### src/rtl/multicycle_adder_if.sv
// Handshake and operand/result bundle for multicycle_adder.
// The requester drives through master; the adder connects to slave.
interface multicycle_adder_if #(
    parameter int WIDTH = 32
);
    logic             start;
    logic [WIDTH-1:0] a;
    logic [WIDTH-1:0] b;
    logic             carryin;
    logic             subtract;
    logic             busy;
    logic             done;
    logic [WIDTH-1:0] sum;
    logic             carryout;
    logic             overflow;
    logic             zero;

    modport master (
        output start, a, b, carryin, subtract,
        input  busy, done, sum, carryout, overflow, zero
    );

    modport slave (
        input  start, a, b, carryin, subtract,
        output busy, done, sum, carryout, overflow, zero
    );
endinterface

### src/rtl/multicycle_adder.sv
// Multi-cycle ripple adder/subtractor: CHUNK bits per clock, LSB chunk first,
// with registered sum/carry/overflow/zero results and a start/busy/done handshake.
module multicycle_adder #(
    parameter int WIDTH = 32,
    parameter int CHUNK = 4
) (
    input  logic               clk,
    input  logic               rst_n,
    multicycle_adder_if.slave  bus
);
    localparam int NCHUNK = WIDTH / CHUNK;
    localparam int IDXW   = (NCHUNK > 1) ? $clog2(NCHUNK) : 1;

    typedef enum logic [1:0] {IDLE, RUN, DONE} state_t;

    state_t           state, state_next;
    logic             accept, last;
    logic [WIDTH-1:0] op_a, op_b, work_sum, full_sum;
    logic             carry;
    logic [IDXW-1:0]  idx;
    logic [CHUNK:0]   chunk_res;
    logic             carry_msb;
    logic [WIDTH-1:0] sum_q;
    logic             carryout_q, overflow_q, zero_q;

    always_ff @(posedge clk) begin
        if (!rst_n) state <= IDLE;
        else        state <= state_next;
    end

    always_comb begin
        state_next = state;
        accept     = 1'b0;
        last       = 1'b0;
        bus.busy   = 1'b0;
        bus.done   = 1'b0;
        case (state)
            IDLE: begin
                if (bus.start) begin
                    accept     = 1'b1;
                    state_next = RUN;
                end
            end
            RUN: begin
                bus.busy = 1'b1;
                if (idx == IDXW'(NCHUNK - 1)) begin
                    last       = 1'b1;
                    state_next = DONE;
                end
            end
            DONE: begin
                bus.done = 1'b1;
                if (bus.start) begin
                    accept     = 1'b1;
                    state_next = RUN;
                end else begin
                    state_next = IDLE;
                end
            end
            default: state_next = IDLE;
        endcase
    end

    // Operands shift right each cycle so the active chunk is always at bit 0;
    // the result shifts in from the top and is fully aligned after NCHUNK steps.
    always_comb begin
        chunk_res = {1'b0, op_a[CHUNK-1:0]} + {1'b0, op_b[CHUNK-1:0]}
                  + {{CHUNK{1'b0}}, carry};
        full_sum  = (work_sum >> CHUNK)
                  | (WIDTH'(chunk_res[CHUNK-1:0]) << (WIDTH - CHUNK));
        carry_msb = chunk_res[CHUNK-1] ^ op_a[CHUNK-1] ^ op_b[CHUNK-1];
    end

    always_ff @(posedge clk) begin
        if (!rst_n) begin
            op_a       <= '0;
            op_b       <= '0;
            carry      <= 1'b0;
            idx        <= '0;
            work_sum   <= '0;
            sum_q      <= '0;
            carryout_q <= 1'b0;
            overflow_q <= 1'b0;
            zero_q     <= 1'b0;
        end else if (accept) begin
            op_a  <= bus.a;
            op_b  <= bus.subtract ? ~bus.b : bus.b;
            carry <= bus.subtract ^ bus.carryin;
            idx   <= '0;
        end else if (state == RUN) begin
            op_a     <= op_a >> CHUNK;
            op_b     <= op_b >> CHUNK;
            carry    <= chunk_res[CHUNK];
            work_sum <= full_sum;
            idx      <= idx + 1'b1;
            if (last) begin
                sum_q      <= full_sum;
                carryout_q <= chunk_res[CHUNK];
                overflow_q <= carry_msb ^ chunk_res[CHUNK];
                zero_q     <= (full_sum == '0);
            end
        end
    end

    assign bus.sum      = sum_q;
    assign bus.carryout = carryout_q;
    assign bus.overflow = overflow_q;
    assign bus.zero     = zero_q;
endmodule

### src/flat_wrapper.sv
// flat-port wrapper written by rule: the top's interface ports become plain ports
module multicycle_adder_flat 
#(
    parameter int WIDTH = 32,
    parameter int CHUNK = 4
)
  (clk, rst_n, bus_start, bus_a, bus_b, bus_carryin, bus_subtract, bus_busy, bus_done, bus_sum, bus_carryout, bus_overflow, bus_zero);
  multicycle_adder_if #(.WIDTH(WIDTH)) bus_i ();
  input  logic clk;
  input  logic rst_n;
  input wire logic [$bits(bus_i.start)-1:0] bus_start;
  input wire logic [$bits(bus_i.a)-1:0] bus_a;
  input wire logic [$bits(bus_i.b)-1:0] bus_b;
  input wire logic [$bits(bus_i.carryin)-1:0] bus_carryin;
  input wire logic [$bits(bus_i.subtract)-1:0] bus_subtract;
  output wire logic [$bits(bus_i.busy)-1:0] bus_busy;
  output wire logic [$bits(bus_i.done)-1:0] bus_done;
  output wire logic [$bits(bus_i.sum)-1:0] bus_sum;
  output wire logic [$bits(bus_i.carryout)-1:0] bus_carryout;
  output wire logic [$bits(bus_i.overflow)-1:0] bus_overflow;
  output wire logic [$bits(bus_i.zero)-1:0] bus_zero;
  assign bus_i.start = bus_start;
  assign bus_i.a = bus_a;
  assign bus_i.b = bus_b;
  assign bus_i.carryin = bus_carryin;
  assign bus_i.subtract = bus_subtract;
  assign bus_busy = bus_i.busy;
  assign bus_done = bus_i.done;
  assign bus_sum = bus_i.sum;
  assign bus_carryout = bus_i.carryout;
  assign bus_overflow = bus_i.overflow;
  assign bus_zero = bus_i.zero;
  multicycle_adder #(.WIDTH(WIDTH), .CHUNK(CHUNK)) u_core (.clk(clk), .rst_n(rst_n), .bus(bus_i));
endmodule
### config.mk
export PLATFORM = sky130hd
export DESIGN_NAME = multicycle_adder_flat
export DESIGN_NICKNAME = d
export VERILOG_FILES = /design/src/rtl/multicycle_adder_if.sv /design/src/rtl/multicycle_adder.sv /design/src/flat_wrapper.sv
export SDC_FILE = /design/constraint.sdc
export NUM_CORES = 1
export LEC_CHECK = 0
export ABC_CLOCK_PERIOD_IN_PS = 6500
export BUFFER_PORTS_ARGS = -buffer_cell sky130_fd_sc_hd__buf_2
export CORE_MARGIN = 2
export CORE_UTILIZATION = 35
export CTS_CLUSTER_DIAMETER = 200
export DETAILED_ROUTE_END_ITERATION = 10
export PLACE_DENSITY = 0.53
export SKIP_LAST_GASP = 1
export SLEW_MARGIN = 40
export SYNTH_ARGS = -nofsm -noshare
export SYNTH_HDL_FRONTEND = slang
export SYNTH_SLANG_ARGS = --single-unit
### constraint.sdc
create_clock -name clk -period 6.5 [get_ports clk]
set_input_delay 1.3 -clock clk [delete_from_list [all_inputs] [get_ports clk]]
set_output_delay 1.3 -clock clk [all_outputs]
set_load 0.01 [all_outputs]
==> flow_metrics.env <==
export IMPL_cts_buffer_depth=2
export IMPL_nets=801
export IMPL_route_detailed_drc=0
export IMPL_slew_headroom_pct=49.87
export IMPL_finalInstanceArea_um2=6954
export IMPL_nFillCells=1677
export IMPL_cts_setup_buffers=0
export IMPL_num_antenna_cells=0
export IMPL_pwr_share_seq_pct=42.5
export IMPL_cp_data_required_time_ps=5200
export IMPL_synth_area_leaders="dfxtp_1, nand2_1, a21boi_1, a22oi_1, xor2_1"
export IMPL_period_needed_ps=3300
export IMPL_grt_overflow=0
export IMPL_end_kind="output pin"
export IMPL_vias_per_cell=4.891
export IMPL_ios=106
export IMPL_die_area_um2=17530
export IMPL_yosysMostFrequentCell="nand2_1"
export IMPL_slowest_stage="inv_6"
export IMPL_drtIter0Drc=364
export IMPL_ir_worst_vdd_uv=201.5
export IMPL_yosys_warnings=0
export IMPL_fmax_ghz=0.3030
export IMPL_whs_path_depth=2
export IMPL_port_buffers=105
export IMPL_cts_tree="done"
export IMPL_num_rows=46
export IMPL_crit_fanout=90
export IMPL_min_from="u_core.bus.sum[8]"
export IMPL_grt_max_degree=91
export IMPL_drive_above_1_share_pct=19.51
export IMPL_cts_resized=0
export IMPL_synthFlopType="dfxtp_1"
export IMPL_clock_sinks=133
export IMPL_worstRegToRegCells=7
export IMPL_hold_violations=0
export IMPL_tightest_slew_ps=751.9
export IMPL_switching_share_pct=22.90
export IMPL_arrival_ps=2000
export IMPL_synth_cell_types=36
export IMPL_yosysSeqAreaShare_pct=46.14
export IMPL_status="completed"
export IMPL_syn_inst=650
export IMPL_wire_per_inst_um=13.54
export IMPL_hold_path_end="u_core.bus.sum[8]"
export IMPL_synth_edf_count=0
export IMPL_antenna_left=0
export IMPL_crit_family="buffers and inverters"
export IMPL_max_stage_delay_ps=540
export IMPL_rr_startpoint="u_core.state[0]"
export IMPL_min_period_over_period_pct=50.77
export IMPL_wl_um=12920
export IMPL_total_power_mw=2.050
export IMPL_slew_violations=0
export IMPL_clock_latency_ps=410
export IMPL_startpoint_type="flip-flop"
export IMPL_synthArstFlopShare_pct=0
export IMPL_grt_antenna_before_repair=0
export IMPL_p_sw_uw=469.5
export IMPL_powerDensity_nw_per_um2=294.9
export IMPL_p_int_mw=1.581
export IMPL_pwr_share_clk_pct=48.3
export IMPL_grt_use_total_pct=15.36
export IMPL_syn_area_um2=5771
export IMPL_rsz0062_at_grt="no"
export IMPL_grt_pass1_vias=4546
export IMPL_clock_root_buffer="clkbuf_16"
export IMPL_max_cap_viol_count=0
export IMPL_synth_seq_cells=133
export IMPL_syn2layout_area_growth_pct=20.51
export IMPL_coreArea_um2=16000
export IMPL_cp_cell_sequence="nand2b_1 > buf_4 > inv_6 > buf_2"
export IMPL_hold_path_class="reg2reg"
export IMPL_synth_top_area_share_pct=46.14
export IMPL_tns_ps=0
export IMPL_vias=4666
export IMPL_synth_nets=726
export IMPL_synth_largest_area_cell="dfxtp_1"
export IMPL_critPathKind="reg2out"
export IMPL_grt_pass1_wl_um=22020
export IMPL_r2r_end="u_core.carry"
export IMPL_place_area_um2=6330
export IMPL_place_congestion=0.7094
export IMPL_cts_buffers_inserted=17
export IMPL_dieWidth_um=132.4
export IMPL_start_util_pct=36.07
export IMPL_p_comb_share_pct=9.2
export IMPL_clkSlewWorstSetupHoldPaths_ps=50
export IMPL_ctsHtreeMaxLevel=4
export IMPL_syn_area_per_cell_um2=8.878
export IMPL_cp_startpoint="u_core.state[0]"
export IMPL_cts_hold_fix_buffers=0
export IMPL_die_h_um=132.4
export IMPL_place_hpwl_um=8305
export IMPL_clock_skew_ps=5.138
export IMPL_p_leak_nw=2.766
export IMPL_rrSetupSlack_ps=4010
export IMPL_crit_buf_inv=3
export IMPL_setup_viol=0
export IMPL_drtPass1Iterations=4
export IMPL_synth_common_cells="nand2_1, dfxtp_1, a21boi_1"
-- final cells by class --
cell class,instances,area (um^2),share of cell area [%]
Clock buffer,24,501.7,7.215
Clock inverter,8,120.1,1.727
Inverter,3,16.27,0.2339
Multi-Input combinational cell,460,2815,40.48
Sequential cell,133,2663,38.29
Tap cell,216,270.3,3.886
Timing Repair Buffer,110,568.0,8.168
-- state kept, by name, indices dropped and copies added (netlist names) --
register,cells
u_core.bus.carryout,1
u_core.bus.overflow,1
u_core.bus.sum,32
u_core.bus.zero,1
u_core.carry,1
u_core.idx,3
u_core.op_a,32
u_core.op_b,32
u_core.state,2
u_core.work_sum,28
-- placed cells by master (no fill, tap or decap), drive strengths merged, types with 2 or more instances in the layout --
master      n
nand2     177
xnor2       2
a21oi       6
xor2       34
and4        2
a21o        2
dfxtp     133
o211a       2
nor3b       2
clkinv      3
nor4        7
nand2b      2
nand3       6
nor2b      10
ha          5
inv         3
a21boi    116
a22oi      64
a211oi      2
buf       110
clkinvlp    2
nor2        9
fa          2
clkbuf     24
bufinv      3
o21a        2
-- worst max path at each step --
| stage | cells past startpoint | endpoint | slack, ps |
|---|---|---|---|
| after floorplan | 5 | bus_busy | 4260 |
| after global placement | 7 | u_core.carry | 3280 |
| after detailed placement | 7 | u_core.carry | 3260 |
| after CTS | 4 | bus_busy | 3120 |
| after global routing | 4 | bus_busy | 3050 |
| final | 4 | bus_busy | 3200 |
-- layer usage --
metal / up-vias / routed length (um) / track usage [%]
met1: 2179 / 6138 / 20.02
met2: 90 / 6026 / 24.27
met4: 0 / 157 / 5.197
li1: 2383 / - / -
met5: - / 0 / 0
met3: 14 / 594 / 4.614
-- power by group through the flow --
stage / logic (mW) / clock network, mW / registers (mW)
floorplan: 0.146 / 0 / 0.882
global placement: 0.187 / 0 / 0.888
detailed placement: 0.190 / 0 / 0.889
CTS: 0.191 / 1.02 / 0.871
global route: 0.212 / 1.05 / 0.876
finish: 0.188 / 0.991 / 0.871
-- worst min-delay path, stage by stage (launching register included) --
cell and delay (ps):
dfxtp_1 300, nand2_1 50, a21boi_1 50
-- cell families after synthesis --
group	after synthesis	share of synthesized area (%)
flip-flops	133	46.14
adder cells (fa/ha/maj)	7	1.778
XOR/XNOR	36	5.464
AND/OR/NAND/NOR	219	15.72
AO/OA/AOI/OAI	198	25.59
buffers and inverters	57	5.312
-- stage by stage --
step	setup slack, ps	util (%)	cells	hold slack, ps
after floorplan	4260	-	650	435.5
after global placement	3285	39.52	922	439.9
after detailed placement	3258	39.56	922	444.7
after CTS	3120	43.45	954	452.6
after global routing	3045	43.46	954	470.2
final	3200	43.46	954	448.0
Note: power is estimated with default switching activity, not from simulation.
